$ cat src/rtl/mem_port_arbiter_if.sv
// Request/response bus between the fetch/LSU requesters, the arbiter and main_memory.
// The slave modport is the arbiter's view; master is the requester/memory side.
interface mem_port_arbiter_if #(
  parameter int ADDR_W = 32,
  parameter int DATA_W = 32
);
  logic              f_req_valid;
  logic              f_req_ready;
  logic [ADDR_W-1:0] f_req_addr;
  logic              f_resp_valid;
  logic [DATA_W-1:0] f_resp_data;

  logic              d_req_valid;
  logic              d_req_ready;
  logic              d_req_we;
  logic [ADDR_W-1:0] d_req_addr;
  logic [DATA_W-1:0] d_req_wdata;
  logic              d_resp_valid;
  logic [DATA_W-1:0] d_resp_data;

  logic [ADDR_W-1:0] mem_raddr;
  logic [ADDR_W-1:0] mem_waddr;
  logic [DATA_W-1:0] mem_wdata;
  logic              mem_wen;
  logic [DATA_W-1:0] mem_rdata;
  logic              busy;

  modport slave (
    input  f_req_valid, f_req_addr,
    input  d_req_valid, d_req_we, d_req_addr, d_req_wdata,
    input  mem_rdata,
    output f_req_ready, f_resp_valid, f_resp_data,
    output d_req_ready, d_resp_valid, d_resp_data,
    output mem_raddr, mem_waddr, mem_wdata, mem_wen, busy
  );

  modport master (
    output f_req_valid, f_req_addr,
    output d_req_valid, d_req_we, d_req_addr, d_req_wdata,
    output mem_rdata,
    input  f_req_ready, f_resp_valid, f_resp_data,
    input  d_req_ready, d_resp_valid, d_resp_data,
    input  mem_raddr, mem_waddr, mem_wdata, mem_wen, busy
  );
endinterface

$ cat src/rtl/mem_port_arbiter.sv
// Two-port (fetch F, load/store D) arbiter in front of a single main_memory port,
// with valid/ready requests, a bounded read-latency tracker and registered responses.
module mem_port_arbiter #(
  parameter int ADDR_W       = 32,
  parameter int DATA_W       = 32,
  parameter int READ_LATENCY = 1,
  parameter int FIXED_PRIO   = 0
) (
  input logic              clk,
  input logic              rst,
  mem_port_arbiter_if.slave bus
);

  localparam int CNT_W = 3;

  typedef enum logic { ST_IDLE, ST_RD_WAIT } state_e;
  typedef enum logic { PORT_F, PORT_D }      port_e;

  state_e            state_q, state_d;
  port_e             last_grant_q, last_grant_d;
  port_e             rd_id_q, rd_id_d;
  logic [CNT_W-1:0]  cnt_q, cnt_d;
  logic              f_resp_valid_q, f_resp_valid_d;
  logic              d_resp_valid_q, d_resp_valid_d;
  logic [DATA_W-1:0] f_resp_data_q, f_resp_data_d;
  logic [DATA_W-1:0] d_resp_data_q, d_resp_data_d;
  logic [ADDR_W-1:0] raddr_q, raddr_d;
  logic [ADDR_W-1:0] waddr_q, waddr_d;
  logic [DATA_W-1:0] wdata_q, wdata_d;
  logic              grant_f, grant_d, wen;

  always_comb begin
    // NOTE: every signal gets a default before the case so no path leaves it unassigned (no latches).
    state_d        = state_q;
    last_grant_d   = last_grant_q;
    rd_id_d        = rd_id_q;
    cnt_d          = cnt_q;
    f_resp_valid_d = 1'b0;
    d_resp_valid_d = 1'b0;
    f_resp_data_d  = f_resp_data_q;
    d_resp_data_d  = d_resp_data_q;
    raddr_d        = raddr_q;
    waddr_d        = waddr_q;
    wdata_d        = wdata_q;
    wen            = 1'b0;
    grant_f        = 1'b0;
    grant_d        = 1'b0;

    case (state_q)
      ST_IDLE: begin
        // Grants are suppressed while reset is held so mem_wen cannot assert.
        if (rst) begin
          if (bus.f_req_valid && bus.d_req_valid) begin
            if (FIXED_PRIO != 0 || last_grant_q == PORT_F) grant_d = 1'b1;
            else                                           grant_f = 1'b1;
          end else if (bus.f_req_valid) begin
            grant_f = 1'b1;
          end else if (bus.d_req_valid) begin
            grant_d = 1'b1;
          end
        end

        if (grant_f) begin
          raddr_d      = bus.f_req_addr;
          last_grant_d = PORT_F;
          rd_id_d      = PORT_F;
          cnt_d        = '0;
          state_d      = ST_RD_WAIT;
        end

        if (grant_d) begin
          raddr_d      = bus.d_req_addr;
          last_grant_d = PORT_D;
          if (bus.d_req_we) begin
            waddr_d        = bus.d_req_addr;
            wdata_d        = bus.d_req_wdata;
            wen            = 1'b1;
            d_resp_valid_d = 1'b1;
            d_resp_data_d  = '0;
          end else begin
            rd_id_d = PORT_D;
            cnt_d   = '0;
            state_d = ST_RD_WAIT;
          end
        end
      end

      ST_RD_WAIT: begin
        // Last wait cycle: mem_rdata is valid now and is registered into the response.
        if (cnt_q == CNT_W'(READ_LATENCY - 1)) begin
          state_d = ST_IDLE;
          if (rd_id_q == PORT_F) begin
            f_resp_valid_d = 1'b1;
            f_resp_data_d  = bus.mem_rdata;
          end else begin
            d_resp_valid_d = 1'b1;
            d_resp_data_d  = bus.mem_rdata;
          end
        end else begin
          cnt_d = cnt_q + 1'b1;
        end
      end
    endcase
  end

  always_ff @(posedge clk or negedge rst) begin
    if (!rst) begin
      state_q        <= ST_IDLE;
      last_grant_q   <= PORT_D;
      rd_id_q        <= PORT_F;
      cnt_q          <= '0;
      f_resp_valid_q <= 1'b0;
      d_resp_valid_q <= 1'b0;
      f_resp_data_q  <= '0;
      d_resp_data_q  <= '0;
      raddr_q        <= '0;
      waddr_q        <= '0;
      wdata_q        <= '0;
    end else begin
      // NOTE: non-blocking assignments keep every register update on the same edge.
      state_q        <= state_d;
      last_grant_q   <= last_grant_d;
      rd_id_q        <= rd_id_d;
      cnt_q          <= cnt_d;
      f_resp_valid_q <= f_resp_valid_d;
      d_resp_valid_q <= d_resp_valid_d;
      f_resp_data_q  <= f_resp_data_d;
      d_resp_data_q  <= d_resp_data_d;
      raddr_q        <= raddr_d;
      waddr_q        <= waddr_d;
      wdata_q        <= wdata_d;
    end
  end

  // Memory address/data follow the grant combinationally and otherwise hold the last value.
  assign bus.mem_raddr    = raddr_d;
  assign bus.mem_waddr    = waddr_d;
  assign bus.mem_wdata    = wdata_d;
  assign bus.mem_wen      = wen;
  assign bus.f_req_ready  = grant_f;
  assign bus.d_req_ready  = grant_d;
  assign bus.f_resp_valid = f_resp_valid_q;
  assign bus.f_resp_data  = f_resp_data_q;
  assign bus.d_resp_valid = d_resp_valid_q;
  assign bus.d_resp_data  = d_resp_data_q;
  assign bus.busy         = (state_q == ST_RD_WAIT);

endmodule
$ cat src/flat_wrapper.sv
// flat-port wrapper written by rule: the top's interface ports become plain ports
module mem_port_arbiter_flat 
#(
  parameter int ADDR_W       = 32,
  parameter int DATA_W       = 32,
  parameter int READ_LATENCY = 1,
  parameter int FIXED_PRIO   = 0
)
  (clk, rst, bus_f_req_valid, bus_f_req_addr, bus_d_req_valid, bus_d_req_we, bus_d_req_addr, bus_d_req_wdata, bus_mem_rdata, bus_f_req_ready, bus_f_resp_valid, bus_f_resp_data, bus_d_req_ready, bus_d_resp_valid, bus_d_resp_data, bus_mem_raddr, bus_mem_waddr, bus_mem_wdata, bus_mem_wen, bus_busy);
  mem_port_arbiter_if #(.ADDR_W(ADDR_W), .DATA_W(DATA_W)) bus_i ();
  input logic clk;
  input logic rst;
  input wire logic [$bits(bus_i.f_req_valid)-1:0] bus_f_req_valid;
  input wire logic [$bits(bus_i.f_req_addr)-1:0] bus_f_req_addr;
  input wire logic [$bits(bus_i.d_req_valid)-1:0] bus_d_req_valid;
  input wire logic [$bits(bus_i.d_req_we)-1:0] bus_d_req_we;
  input wire logic [$bits(bus_i.d_req_addr)-1:0] bus_d_req_addr;
  input wire logic [$bits(bus_i.d_req_wdata)-1:0] bus_d_req_wdata;
  input wire logic [$bits(bus_i.mem_rdata)-1:0] bus_mem_rdata;
  output wire logic [$bits(bus_i.f_req_ready)-1:0] bus_f_req_ready;
  output wire logic [$bits(bus_i.f_resp_valid)-1:0] bus_f_resp_valid;
  output wire logic [$bits(bus_i.f_resp_data)-1:0] bus_f_resp_data;
  output wire logic [$bits(bus_i.d_req_ready)-1:0] bus_d_req_ready;
  output wire logic [$bits(bus_i.d_resp_valid)-1:0] bus_d_resp_valid;
  output wire logic [$bits(bus_i.d_resp_data)-1:0] bus_d_resp_data;
  output wire logic [$bits(bus_i.mem_raddr)-1:0] bus_mem_raddr;
  output wire logic [$bits(bus_i.mem_waddr)-1:0] bus_mem_waddr;
  output wire logic [$bits(bus_i.mem_wdata)-1:0] bus_mem_wdata;
  output wire logic [$bits(bus_i.mem_wen)-1:0] bus_mem_wen;
  output wire logic [$bits(bus_i.busy)-1:0] bus_busy;
  assign bus_i.f_req_valid = bus_f_req_valid;
  assign bus_i.f_req_addr = bus_f_req_addr;
  assign bus_i.d_req_valid = bus_d_req_valid;
  assign bus_i.d_req_we = bus_d_req_we;
  assign bus_i.d_req_addr = bus_d_req_addr;
  assign bus_i.d_req_wdata = bus_d_req_wdata;
  assign bus_i.mem_rdata = bus_mem_rdata;
  assign bus_f_req_ready = bus_i.f_req_ready;
  assign bus_f_resp_valid = bus_i.f_resp_valid;
  assign bus_f_resp_data = bus_i.f_resp_data;
  assign bus_d_req_ready = bus_i.d_req_ready;
  assign bus_d_resp_valid = bus_i.d_resp_valid;
  assign bus_d_resp_data = bus_i.d_resp_data;
  assign bus_mem_raddr = bus_i.mem_raddr;
  assign bus_mem_waddr = bus_i.mem_waddr;
  assign bus_mem_wdata = bus_i.mem_wdata;
  assign bus_mem_wen = bus_i.mem_wen;
  assign bus_busy = bus_i.busy;
  mem_port_arbiter #(.ADDR_W(ADDR_W), .DATA_W(DATA_W), .READ_LATENCY(READ_LATENCY), .FIXED_PRIO(FIXED_PRIO)) u_core (.clk(clk), .rst(rst), .bus(bus_i));
endmodule
$ cat config.mk
export PLATFORM = sky130hd
export DESIGN_NAME = mem_port_arbiter_flat
export DESIGN_NICKNAME = d
export VERILOG_FILES = /design/src/rtl/mem_port_arbiter_if.sv /design/src/rtl/mem_port_arbiter.sv /design/src/flat_wrapper.sv
export SDC_FILE = /design/constraint.sdc
export NUM_CORES = 1
export LEC_CHECK = 0
export CORE_MARGIN = 2
export CORE_UTILIZATION = 42
export CTS_BUF_LIST = sky130_fd_sc_hd__clkbuf_16
export DETAILED_ROUTE_END_ITERATION = 16
export GPL_TIMING_DRIVEN = 0
export PLACE_DENSITY_LB_ADDON = 0.12
export SLEW_MARGIN = 20
export SYNTH_ARGS = -nofsm -noshare
export SYNTH_HDL_FRONTEND = slang
export SYNTH_SLANG_ARGS = --single-unit
$ cat constraint.sdc
create_clock -name clk -period 5.3 [get_ports clk]
set_clock_uncertainty 0.05 [all_clocks]
set_input_delay 1.06 -clock clk [delete_from_list [all_inputs] [get_ports clk]]
set_output_delay 1.06 -clock clk [all_outputs]
set_load 0.02 [all_outputs]
==> impl_metrics.json <==
{
  "worstSetupEndpoint": "bus_mem_waddr[1]",
  "cp_cell_sequence": "clkdlybuf4s50_1, a21bo_1, buf_6, nor2_8, buf_12, buf_12, mux2_4, clkdlybuf4s50_1",
  "grt_max_degree": 91,
  "start_util": 0.431,
  "p_leak_nw": 4.80,
  "fmaxAchievable_ghz": 0.228,
  "slew_violations": 0,
  "htreeDepth": 4,
  "die_h_um": 135,
  "worst-slew-pin-transition_ns": 0.627,
  "crit_type": "input pin to output port",
  "yosys_warnings": 0,
  "dieArea_um2": 18200,
  "cap_violations": 0,
  "min_from": "u_core.wdata_q[28]$_DFF_PN0_",
  "grt_usage": 0.221,
  "setup_tns_ns": 0,
  "endpoint_kind": "output port",
  "postCtsHoldBufs": 0,
  "viasPerCell": 4.90,
  "worstPathRequired_ns": 4.19,
  "synth_xor_xnor_area_share": 0,
  "clock_latency_ns": 0.41,
  "clk_pin_slew_ns": 0.06,
  "place_ws_ns": 0.891,
  "crit_start": "bus_d_req_valid",
  "synth_top_family_by_area": "multiplexers",
  "drc_errors": 0,
  "top_level_ports": 299,
  "antenna_found_initial": 0,
  "place_hpwl_mm": 14.4,
  "setup_ws_ns": 0.910,
  "synth.yosys.seq_area_share": 0.586,
  "vias": 5241,
  "wire_per_inst_um": 18.1,
  "period_share": 0.828,
  "fin_cells": 1070,
  "grt_pass1_vias": 5848,
  "arrival_ns": 3.28,
  "peakVddDrop_uv": 332,
  "netlist_area_um2": 7180,
  "stdcell_area_um2": 11100,
  "reg2reg_depth": 6,
  "relSlewSlack": 0.582,
  "synthSimpleGateAreaFrac": 0.0586,
  "rows": 47,
  "hp-class": "flip-flop to flip-flop",
  "hold_viol_final": 0,
  "syn_avg_cell_area_um2": 13.8,
  "root_buffer": "clkbuf_16",
  "coreArea_um2": 16600,
  "r2r-start": "u_core.cnt_q[0]$_DFFE_PN0P_",
  "fin_nets": 972,
  "hold_ws_ns": 0.442,
  "design_power_total_mw": 6.95,
  "cts-buffers-inserted": 17,
  "antenna_cells": 0,
  "status": "complete, no violations",
  "clk_path_buf_depth": 2,
  "synthMuxAreaShare": 0.222,
  "r2r_end": "u_core.bus.f_resp_data[14]$_DFFE_PN0P_",
  "place_congestion": 0.812,
  "initialDrtViolationCount": 152,
  "min_period_ns": 4.39,
  "reg2reg_slack_ns": 3.32,
  "cts_setup_buffers": 0,
  "post-place-cells": 1038,
  "placed_area_um2": 10500,
  "fin_util": 0.666,
  "grt_pass1_wl_mm": 31.4,
  "drive_gt1_frac": 0.184,
  "cts_sinks": 168,
  "syn_inst": 519,
  "synth_compound_area_frac": 0.0544,
  "synth_fa_ha_area_frac": 0.00349,
  "die_w_um": 135,
  "ant_nets": 0,
  "cts_tree": "done",
  "crit_path_max_incr_delay_ns": 0.58,
  "cts-resized-gates": 0,
  "syn2layout_area_growth_pct": 54.3,
  "first_pass_iters": 4,
  "critPathMaxFanout": 10,
  "netlist-cell-type-count": 35,
  "p_per_area_nw_per_um2": 627,
  "portBuffers": 298,
  "synth_seq_cells": 168,
  "start_kind": "input pin",
  "gr-total-overflow": 0,
  "cpMaxStageDelayCell": "clkdlybuf4s50_1",
  "setup_viol_count_final": 0,
  "syn_nets": 654,
  "drt-total-wl_mm": 19.4,
  "rsz0062_at_grt": "false"
}
==> placed cells by master, fill, tap and decap left out, types with 3 or more instances in the layout <==
cell             instances
inv_1                   67
a21o_1                   3
buf_2                    8
clkinv_1                 3
nand3_1                  3
mux2i_1                 33
nor3_1                  33
clkinvlp_4               4
mux2_4                  49
a221o_1                 32
mux2_2                  47
clkbuf_1                 9
clkdlybuf4s50_1        297
dfrtp_1                167
buf_12                   6
bufinv_16                4
buf_8                    4
nand2_1                 33
clkbuf_16               17
buf_6                    4
==> registers in the layout, summed over array words and instances (netlist names) <==
name,count
u_core.wdata_q,32
u_core.bus.f_resp_data,32
u_core.bus.d_resp_data,32
u_core.rd_id_q,1
u_core.bus.f_resp_valid,1
u_core.cnt_q,3
u_core.waddr_q,32
u_core.raddr_q,32
u_core.bus.d_resp_valid,1
u_core.last_grant_q,1
u_core.bus.busy,1
==> cell families after synthesis <==
group / count (synthesis)
adder cells (fa/ha/maj): 2
AND/OR/NAND/NOR: 82
buffers and inverters: 98
multiplexers: 129
flip-flops: 168
AO/OA/AOI/OAI: 40
==> cell usage after synthesis <==
cell / number / area (um2)
nor3_2: 1 / 10.0
inv_1: 66 / 248
o41ai_1: 1 / 8.76
clkbuf_1: 9 / 33.8
nand3_1: 3 / 15.0
nor3_1: 33 / 165
buf_8: 3 / 45.0
or3_1: 1 / 6.26
a221o_1: 32 / 320
buf_12: 6 / 120
dfstp_2: 1 / 26.3
inv_2: 1 / 3.75
a21bo_1: 1 / 10.0
ha_1: 2 / 25.0
nor2b_1: 1 / 6.26
o21ai_1: 1 / 5.00
o31ai_1: 1 / 7.51
mux2_2: 47 / 529
nor2_8: 1 / 20.0
nand4b_1: 1 / 8.76
dfrtp_1: 167 / 4180
nand2b_2: 1 / 8.76
buf_4: 1 / 7.51
and2_1: 1 / 6.26
nand2_1: 33 / 124
nor3b_4: 1 / 18.8
mux2_4: 49 / 736
buf_2: 8 / 40.0
nor2_1: 2 / 7.51
o21ai_4: 1 / 16.3
mux2i_1: 33 / 330
nand2b_1: 2 / 12.5
a21o_1: 3 / 22.5
nand3b_2: 1 / 11.3
buf_6: 4 / 45.0
==> critical path: cells and delay by family <==
family | cells | cell delay (ns)
buf+inv | 5 | 1.56
mux | 1 | 0.31
compound gates | 1 | 0.22
simple gates | 1 | 0.13
==> worst min path at each step <==
stage,endpoint,cells after the start
final,u_core.wdata_q[28]$_DFF_PN0_,1
after global routing,u_core.waddr_q[20]$_DFF_PN0_,1
after CTS,u_core.wdata_q[28]$_DFF_PN0_,1
after detailed placement,u_core.waddr_q[9]$_DFF_PN0_,1
after global placement,u_core.waddr_q[17]$_DFF_PN0_,1
after floorplan,u_core.last_grant_q$_DFFE_PN1P_,1
==> layout make-up <==
| cell class | instances | area [um2] |
|---|---|---|
| buffer | 31 | 292 |
| clock buffer | 17 | 425 |
| clock inverter | 15 | 184 |
| fill | 1222 | 5560 |
| inverter | 67 | 251 |
| multi-input combinational | 253 | 2430 |
| sequential | 168 | 4210 |
| tap | 220 | 275 |
| timing repair buffer | 299 | 3020 |
==> where the power goes <==
part	internal [mW]	total, mW	switching (mW)
Combinational	1.82	3.53	1.70
Clock	0.782	1.29	0.504
Sequential	1.89	2.13	0.244
==> layer usage <==
layer,GRT usage,wire length [um],vias up,part of all wire
met4,0.0819,445,0,0.023
li1,-,-,2421,-
met5,0,0,-,0
met1,0.264,7640,2573,0.39
met3,0.0800,1730,30,0.089
met2,0.369,9590,217,0.49
Power figures use the tool's default switching activity.
